===== config.mk =====
export PLATFORM = sky130hd
export DESIGN_NAME = seg7_scan_driver_flat
export DESIGN_NICKNAME = d
export VERILOG_FILES = /design/src/rtl/seg7_pkg.sv /design/src/rtl/seg7_scan_driver_if.sv /design/src/rtl/seg7_decoder.sv /design/src/rtl/seg7_scan_driver.sv /design/src/flat_wrapper.sv
export SDC_FILE = /design/constraint.sdc
export NUM_CORES = 1
export LEC_CHECK = 0
export ABC_AREA = 1
export CORE_ASPECT_RATIO = 1.5
export CORE_MARGIN = 5
export CORE_UTILIZATION = 50
export CTS_CLUSTER_SIZE = 8
export DETAILED_ROUTE_END_ITERATION = 6
export GPL_TIMING_DRIVEN = 0
export PLACE_DENSITY_LB_ADDON = 0.3
export SYNTH_ARGS = -nofsm -noshare
export SYNTH_HDL_FRONTEND = slang
export SYNTH_SLANG_ARGS = --single-unit

===== constraint.sdc =====
create_clock -name clk -period 1.78 [get_ports clk]
set_input_delay 0.267 -clock clk [delete_from_list [all_inputs] [get_ports clk]]
set_output_delay 0.267 -clock clk [all_outputs]
set_load 0.02 [all_outputs]

===== src/rtl/seg7_pkg.sv =====
// Shared constants and types for seven-segment display paths.
// Segment patterns are active-low, bit order gfedcba.
package seg7_pkg;

  localparam int unsigned NUM_DIGITS = 8;
  localparam int unsigned DIGIT_W    = 4;
  localparam int unsigned SEG_W      = 7;
  localparam int unsigned AN_W       = NUM_DIGITS;

  localparam logic [SEG_W-1:0] SEG_0 = 7'h40;
  localparam logic [SEG_W-1:0] SEG_1 = 7'h79;
  localparam logic [SEG_W-1:0] SEG_2 = 7'h24;
  localparam logic [SEG_W-1:0] SEG_3 = 7'h30;
  localparam logic [SEG_W-1:0] SEG_4 = 7'h19;
  localparam logic [SEG_W-1:0] SEG_5 = 7'h12;
  localparam logic [SEG_W-1:0] SEG_6 = 7'h02;
  localparam logic [SEG_W-1:0] SEG_7 = 7'h78;
  localparam logic [SEG_W-1:0] SEG_8 = 7'h00;
  localparam logic [SEG_W-1:0] SEG_9 = 7'h10;
  localparam logic [SEG_W-1:0] SEG_A = 7'h08;
  localparam logic [SEG_W-1:0] SEG_B = 7'h03;
  localparam logic [SEG_W-1:0] SEG_C = 7'h46;
  localparam logic [SEG_W-1:0] SEG_D = 7'h21;
  localparam logic [SEG_W-1:0] SEG_E = 7'h06;
  localparam logic [SEG_W-1:0] SEG_F = 7'h0E;

  localparam logic [SEG_W-1:0] SEG_BLANK = 7'h7F;
  localparam logic [AN_W-1:0]  AN_OFF    = 8'hFF;

  typedef logic [NUM_DIGITS-1:0][DIGIT_W-1:0] digits_t;

  // Registered pin state presented to the board.
  typedef struct packed {
    logic [AN_W-1:0]  an;
    logic [SEG_W-1:0] seg;
    logic             frame_done;
  } disp_t;

  localparam disp_t DISP_OFF = '{an: AN_OFF, seg: SEG_BLANK, frame_done: 1'b0};

endpackage


===== src/rtl/seg7_scan_driver_if.sv =====
// Digit/control inputs and display pin outputs of the scan driver.
interface seg7_scan_driver_if;
  import seg7_pkg::*;

  logic               enable;
  logic               load;
  logic               blank_lz;
  logic [DIGIT_W-1:0] bcd0, bcd1, bcd2, bcd3, bcd4, bcd5, bcd6, bcd7;
  logic [AN_W-1:0]    an;
  logic [SEG_W-1:0]   seg;
  logic               frame_done;

  modport master (
    output enable, load, blank_lz,
    output bcd0, bcd1, bcd2, bcd3, bcd4, bcd5, bcd6, bcd7,
    input  an, seg, frame_done
  );

  modport slave (
    input  enable, load, blank_lz,
    input  bcd0, bcd1, bcd2, bcd3, bcd4, bcd5, bcd6, bcd7,
    output an, seg, frame_done
  );
endinterface


===== src/rtl/seg7_decoder.sv =====
// 4-bit value to active-low seven-segment pattern; A-F show hex glyphs.
module seg7_decoder
  import seg7_pkg::*;
(
  input  logic [DIGIT_W-1:0] value,
  output logic [SEG_W-1:0]   seg_c
);

  always_comb begin
    seg_c = SEG_BLANK;
    unique case (value)
      4'h0: seg_c = SEG_0;
      4'h1: seg_c = SEG_1;
      4'h2: seg_c = SEG_2;
      4'h3: seg_c = SEG_3;
      4'h4: seg_c = SEG_4;
      4'h5: seg_c = SEG_5;
      4'h6: seg_c = SEG_6;
      4'h7: seg_c = SEG_7;
      4'h8: seg_c = SEG_8;
      4'h9: seg_c = SEG_9;
      4'hA: seg_c = SEG_A;
      4'hB: seg_c = SEG_B;
      4'hC: seg_c = SEG_C;
      4'hD: seg_c = SEG_D;
      4'hE: seg_c = SEG_E;
      4'hF: seg_c = SEG_F;
      default: seg_c = SEG_BLANK;
    endcase
  end

endmodule


===== src/rtl/seg7_scan_driver.sv =====
// Multiplexed 8-digit common-anode display driver with shadowed digits,
// per-slot dead time and optional leading-zero blanking.
module seg7_scan_driver
  import seg7_pkg::*;
#(
  parameter int unsigned SCAN_DIV    = 50000,
  parameter int unsigned DEAD_CYCLES = 16
) (
  input logic                clk,
  input logic                rst_n,
  seg7_scan_driver_if.slave  bus
);

  localparam int unsigned PRE_W = $clog2(SCAN_DIV);
  localparam int unsigned IDX_W = $clog2(NUM_DIGITS);

  logic [PRE_W-1:0]      pre;
  logic [IDX_W-1:0]      idx;
  digits_t               shadow;
  digits_t               bcd_in;
  disp_t                 disp_q;
  disp_t                 disp_nxt_c;
  logic [SEG_W-1:0]      seg_dec_c;
  logic [NUM_DIGITS-1:0] nonzero_c;
  logic                  pre_wrap_c;
  logic                  dead_c;
  logic                  lz_blank_c;
  logic                  lit_c;

  assign bcd_in = {bus.bcd7, bus.bcd6, bus.bcd5, bus.bcd4,
                   bus.bcd3, bus.bcd2, bus.bcd1, bus.bcd0};

  assign pre_wrap_c = (pre == PRE_W'(SCAN_DIV - 1));

  generate
    if (DEAD_CYCLES == 0) begin : g_no_dead
      assign dead_c = 1'b0;
    end else begin : g_dead
      assign dead_c = (pre < PRE_W'(DEAD_CYCLES));
    end
  endgenerate

  always_comb begin
    nonzero_c = '0;
    for (int i = 0; i < NUM_DIGITS; i++) begin
      nonzero_c[i] = |shadow[i];
    end
  end

  // A digit is a leading zero when it and every more significant digit are zero.
  assign lz_blank_c = bus.blank_lz && (idx != '0) && ((nonzero_c >> idx) == '0);
  assign lit_c      = bus.enable && !dead_c && !lz_blank_c;

  seg7_decoder u_decoder (
    .value (shadow[idx]),
    .seg_c (seg_dec_c)
  );

  always_comb begin
    disp_nxt_c            = DISP_OFF;
    disp_nxt_c.frame_done = bus.enable && pre_wrap_c && (idx == IDX_W'(NUM_DIGITS - 1));
    if (lit_c) begin
      disp_nxt_c.an  = ~(AN_W'(1) << idx);
      disp_nxt_c.seg = seg_dec_c;
    end
  end

  // Shadow capture is independent of enable.
  always_ff @(posedge clk or negedge rst_n) begin
    if (!rst_n) begin
      shadow <= '0;
    end else if (bus.load) begin
      shadow <= bcd_in;
    end
  end

  // Slot prescaler and digit index; both freeze while disabled.
  always_ff @(posedge clk or negedge rst_n) begin
    if (!rst_n) begin
      pre <= '0;
      idx <= '0;
    end else if (bus.enable) begin
      if (pre_wrap_c) begin
        pre <= '0;
        idx <= idx + IDX_W'(1);
      end else begin
        pre <= pre + PRE_W'(1);
      end
    end
  end

  always_ff @(posedge clk or negedge rst_n) begin
    if (!rst_n) begin
      disp_q <= DISP_OFF;
    end else begin
      disp_q <= disp_nxt_c;
    end
  end

  assign bus.an         = disp_q.an;
  assign bus.seg        = disp_q.seg;
  assign bus.frame_done = disp_q.frame_done;

endmodule

===== src/flat_wrapper.sv =====
// flat-port wrapper written by rule: the top's interface ports become plain ports
module seg7_scan_driver_flat import seg7_pkg::*;
#(
  parameter int unsigned SCAN_DIV    = 50000,
  parameter int unsigned DEAD_CYCLES = 16
)
  (clk, rst_n, bus_enable, bus_load, bus_blank_lz, bus_bcd0, bus_bcd1, bus_bcd2, bus_bcd3, bus_bcd4, bus_bcd5, bus_bcd6, bus_bcd7, bus_an, bus_seg, bus_frame_done);
  seg7_scan_driver_if bus_i ();
  input logic clk;
  input logic rst_n;
  input wire logic [$bits(bus_i.enable)-1:0] bus_enable;
  input wire logic [$bits(bus_i.load)-1:0] bus_load;
  input wire logic [$bits(bus_i.blank_lz)-1:0] bus_blank_lz;
  input wire logic [$bits(bus_i.bcd0)-1:0] bus_bcd0;
  input wire logic [$bits(bus_i.bcd1)-1:0] bus_bcd1;
  input wire logic [$bits(bus_i.bcd2)-1:0] bus_bcd2;
  input wire logic [$bits(bus_i.bcd3)-1:0] bus_bcd3;
  input wire logic [$bits(bus_i.bcd4)-1:0] bus_bcd4;
  input wire logic [$bits(bus_i.bcd5)-1:0] bus_bcd5;
  input wire logic [$bits(bus_i.bcd6)-1:0] bus_bcd6;
  input wire logic [$bits(bus_i.bcd7)-1:0] bus_bcd7;
  output wire logic [$bits(bus_i.an)-1:0] bus_an;
  output wire logic [$bits(bus_i.seg)-1:0] bus_seg;
  output wire logic [$bits(bus_i.frame_done)-1:0] bus_frame_done;
  assign bus_i.enable = bus_enable;
  assign bus_i.load = bus_load;
  assign bus_i.blank_lz = bus_blank_lz;
  assign bus_i.bcd0 = bus_bcd0;
  assign bus_i.bcd1 = bus_bcd1;
  assign bus_i.bcd2 = bus_bcd2;
  assign bus_i.bcd3 = bus_bcd3;
  assign bus_i.bcd4 = bus_bcd4;
  assign bus_i.bcd5 = bus_bcd5;
  assign bus_i.bcd6 = bus_bcd6;
  assign bus_i.bcd7 = bus_bcd7;
  assign bus_an = bus_i.an;
  assign bus_seg = bus_i.seg;
  assign bus_frame_done = bus_i.frame_done;
  seg7_scan_driver #(.SCAN_DIV(SCAN_DIV), .DEAD_CYCLES(DEAD_CYCLES)) u_core (.clk(clk), .rst_n(rst_n), .bus(bus_i));
endmodule

==> results.toml, run 1 <==
[status]
status = "finished with violations"
violations = "setup timing"

[floorplanning]
dieWidth_um = 81.4
ioPinCount = 53
fp.dieH_um = 117
initial_core_util = 0.506
rows = 39
die_area_um2 = 9540
fp.coreArea_um2 = 7560

[power]
vdd_drop_max_mv = 0.877
p_per_area_nw_per_um2 = 1000
leakage_nw = 2.36
p_total_mw = 4.98

[layout]
drive_gt1_frac = 0.201
utilization = 0.656
final_cell_mix = "nand2_1 (134), inv_1 (62), dfrtp_1 (52)"
final_nets = 597
final_area_um2 = 4960
fill_cells = 637
final_common_cell = "nand2_1"
stdcell_count = 654
syn_to_final_growth_pct = 29.7
diodes = 0

[yosys]
netlist_area_um2 = 3820
synth_top_area_frac = 0.340
avgSynthCellArea_um2 = 7.97
ys_ff_latch = 67
synth.net_count = 530
yosysTopAreaCell = "dfrtp_1"
synth_edf_count = 0
yosysUniqueCellTypes = 36
synthCells = 480
yosysWarnings = 0
synth_ff_type = "dfrtp_1"
async_flop_share = 1.00
yosys-top-cells-area = "dfrtp_1 (34%), nand2_1 (14%), dfstp_2 (10%), inv_1 (6.2%), nand3_1 (5.6%)"
synth_seq_area_share = 0.443

[placement]
pre_cts_ws_ns = -0.272
placed_cell_area_um2 = 4450
portBuffers = 50
hpwl_um = 6240
place_inst = 632
gp_congestion = 0.954

[timing]
setup_slack_ns = -0.0575
fin_crit_ns = 1.84
finalClockSkew_ns = 0.00558
finalCritPeriodShare = 1.03
tightest_slew_ns = 0.815
hold_ws_ns = 0.0339
fin_setup_tns_ns = -0.0907
fmax_mhz = 544
slew_viol_final = 0
max-slew-margin-rel = 0.456
hold_viol_final = 0
setup_viol = 4
rsz0062_at_grt = "true"

[detailed_routing]
vias = 3308
routed_wl_um = 8880
drt-pass1-iter-count = 5
drc = 0
viasPerCell = 5.06
drt-wirelength-per-cell_um = 13.6
ant_nets = 0
drt_iter0_markers = 198

[min_path]
hold_path.class = "in2async"

[cts]
clk_pin_slew_worst_paths_ns = 0.06
clockBufferDepth = 2
numCtsBuffers = 9
clk_latency_ns = 0.33
cts_tree = "yes"
cts_max_level = 3
clock_sinks = 67
ctsRootBufferMaster = "clkbuf_16"

[global_routing]
antenna_found_initial = 0
grt_pass1_wl_um = 14700
grt_pass1_vias = 3232
overflow = 0
track_usage = 0.203
grt_max_degree = 68

[critical_path]
path_cells = "buf_6, buf_6, o211ai_1, nand3_2, nand2_4, ha_4, inv_2, o21ai_0, o21ai_2, nand2_2"
slowest_delay_ns = 0.39
cp-end-kind = "register"
slowest_stage = "dfrtp_1"
critPathKind = "reg2reg"
cp.arrival_ns = 2.11
worstPathRequired_ns = 2.05
startpoint_type = "register"
crit_top_cell = "buf_6"
crit_fanout = 6

[flow_run]
maxCapViolCount = 0
## synth_stat cells, types with 3 or more instances
master,number
mux2_2,4
nand2_2,17
inv_1,63
nand3_2,7
o21ai_0,36
nor3_1,6
nor2_1,30
o21ai_1,3
xor2_1,5
dfstp_2,15
nand3_1,43
buf_6,6
a21oi_2,3
clkbuf_1,7
dfrtp_1,52
a21oi_1,8
ha_1,13
nand2_1,140
## repair_timing
action	in CTS	in global routing
hold buffers	0	0
gates cloned	0	1
setup endpoints to repair	14	16
resized for setup	10	19
setup buffers	4	3
pin swaps	5	12
## registers in the layout, summed over array words and instances, names as in the netlist
name,count
u_core.bus.an,8
u_core.bus.frame_done,1
u_core.bus.seg,7
u_core.idx,3
u_core.pre,16
u_core.shadow,32
## worst max-delay path: cells and delay by family, from the launching register on
kind                       cells  cell delay [ns]
and+or+nand+nor                3             0.33
buffers and inverters          3             0.33
AOI/OAI and AO/OA              3             0.59
DFF                            1             0.39
adders and majority gates      1             0.14
## layout make-up
| cell class | count | area (um^2) | area share |
|---|---|---|---|
| clock buffers | 10 | 239 | 0.0482 |
| inverters | 67 | 269 | 0.0542 |
| well taps | 102 | 128 | 0.0257 |
| plain buffers | 15 | 110 | 0.0222 |
| flip-flops and latches | 67 | 1700 | 0.342 |
| repair buffers | 58 | 556 | 0.112 |
| multi-input cells | 329 | 1850 | 0.373 |
| clock inverters | 6 | 113 | 0.0227 |
## metal layers
layer	vias up	routed length, um	share of wire	global-route usage
li1	1637	-	-	-
met3	22	421	0.047	0.0368
met4	0	230	0.026	0.0902
met1	1549	3600	0.41	0.240
met5	-	0	0	0
met2	100	4630	0.52	0.355
## power by group
part           internal, mW  switching [mW]
sequential             1.76           0.170
clock                  1.40           0.663
combinational         0.379           0.611
total                  3.54            1.44
## path summary, 6_finish.rpt
| kind | end | cells past startpoint | start | slack, ns |
|---|---|---|---|---|
| setup / recovery | u_core.bus.seg[5] | 10 | u_core.idx[0] | -0.06 |
| hold / removal | u_core.shadow[16] | 1 | rst_n | 0.03 |
| setup reg to reg | u_core.bus.seg[5] | 10 | u_core.idx[0] | -0.06 |
| hold reg to reg | u_core.shadow[3] | 1 | u_core.shadow[3] | 0.52 |
| max in group asynchronous | u_core.pre[8] | 1 | rst_n | 1.21 |
| min in group clk | u_core.pre[0] | 2 | bus_enable | 0.21 |
## cells by family after synthesis
| group | Yosys count | share of synthesized area |
|---|---|---|
| and+or+nand+nor | 251 | 0.305 |
| muxes | 4 | 0.0118 |
| DFF | 67 | 0.443 |
| AOI/OAI and AO/OA | 55 | 0.0815 |
| xor gates and xnor gates | 6 | 0.0137 |
| adders and majority gates | 13 | 0.0425 |
| buffers and inverters | 84 | 0.102 |
Power figures use the tool's default switching activity.
==> run 2: changes to the inputs <==
--- a/config.mk
+++ b/config.mk
@@ -6,6 +6,7 @@
 export NUM_CORES = 1
 export LEC_CHECK = 0
 export ABC_AREA = 1
+export ABC_CLOCK_PERIOD_IN_PS = 1780
 export CORE_ASPECT_RATIO = 1.5
 export CORE_MARGIN = 5
 export CORE_UTILIZATION = 50
==> results of run 2 <==
No change in the layout: final DEF, timing and power equal those of run 1.
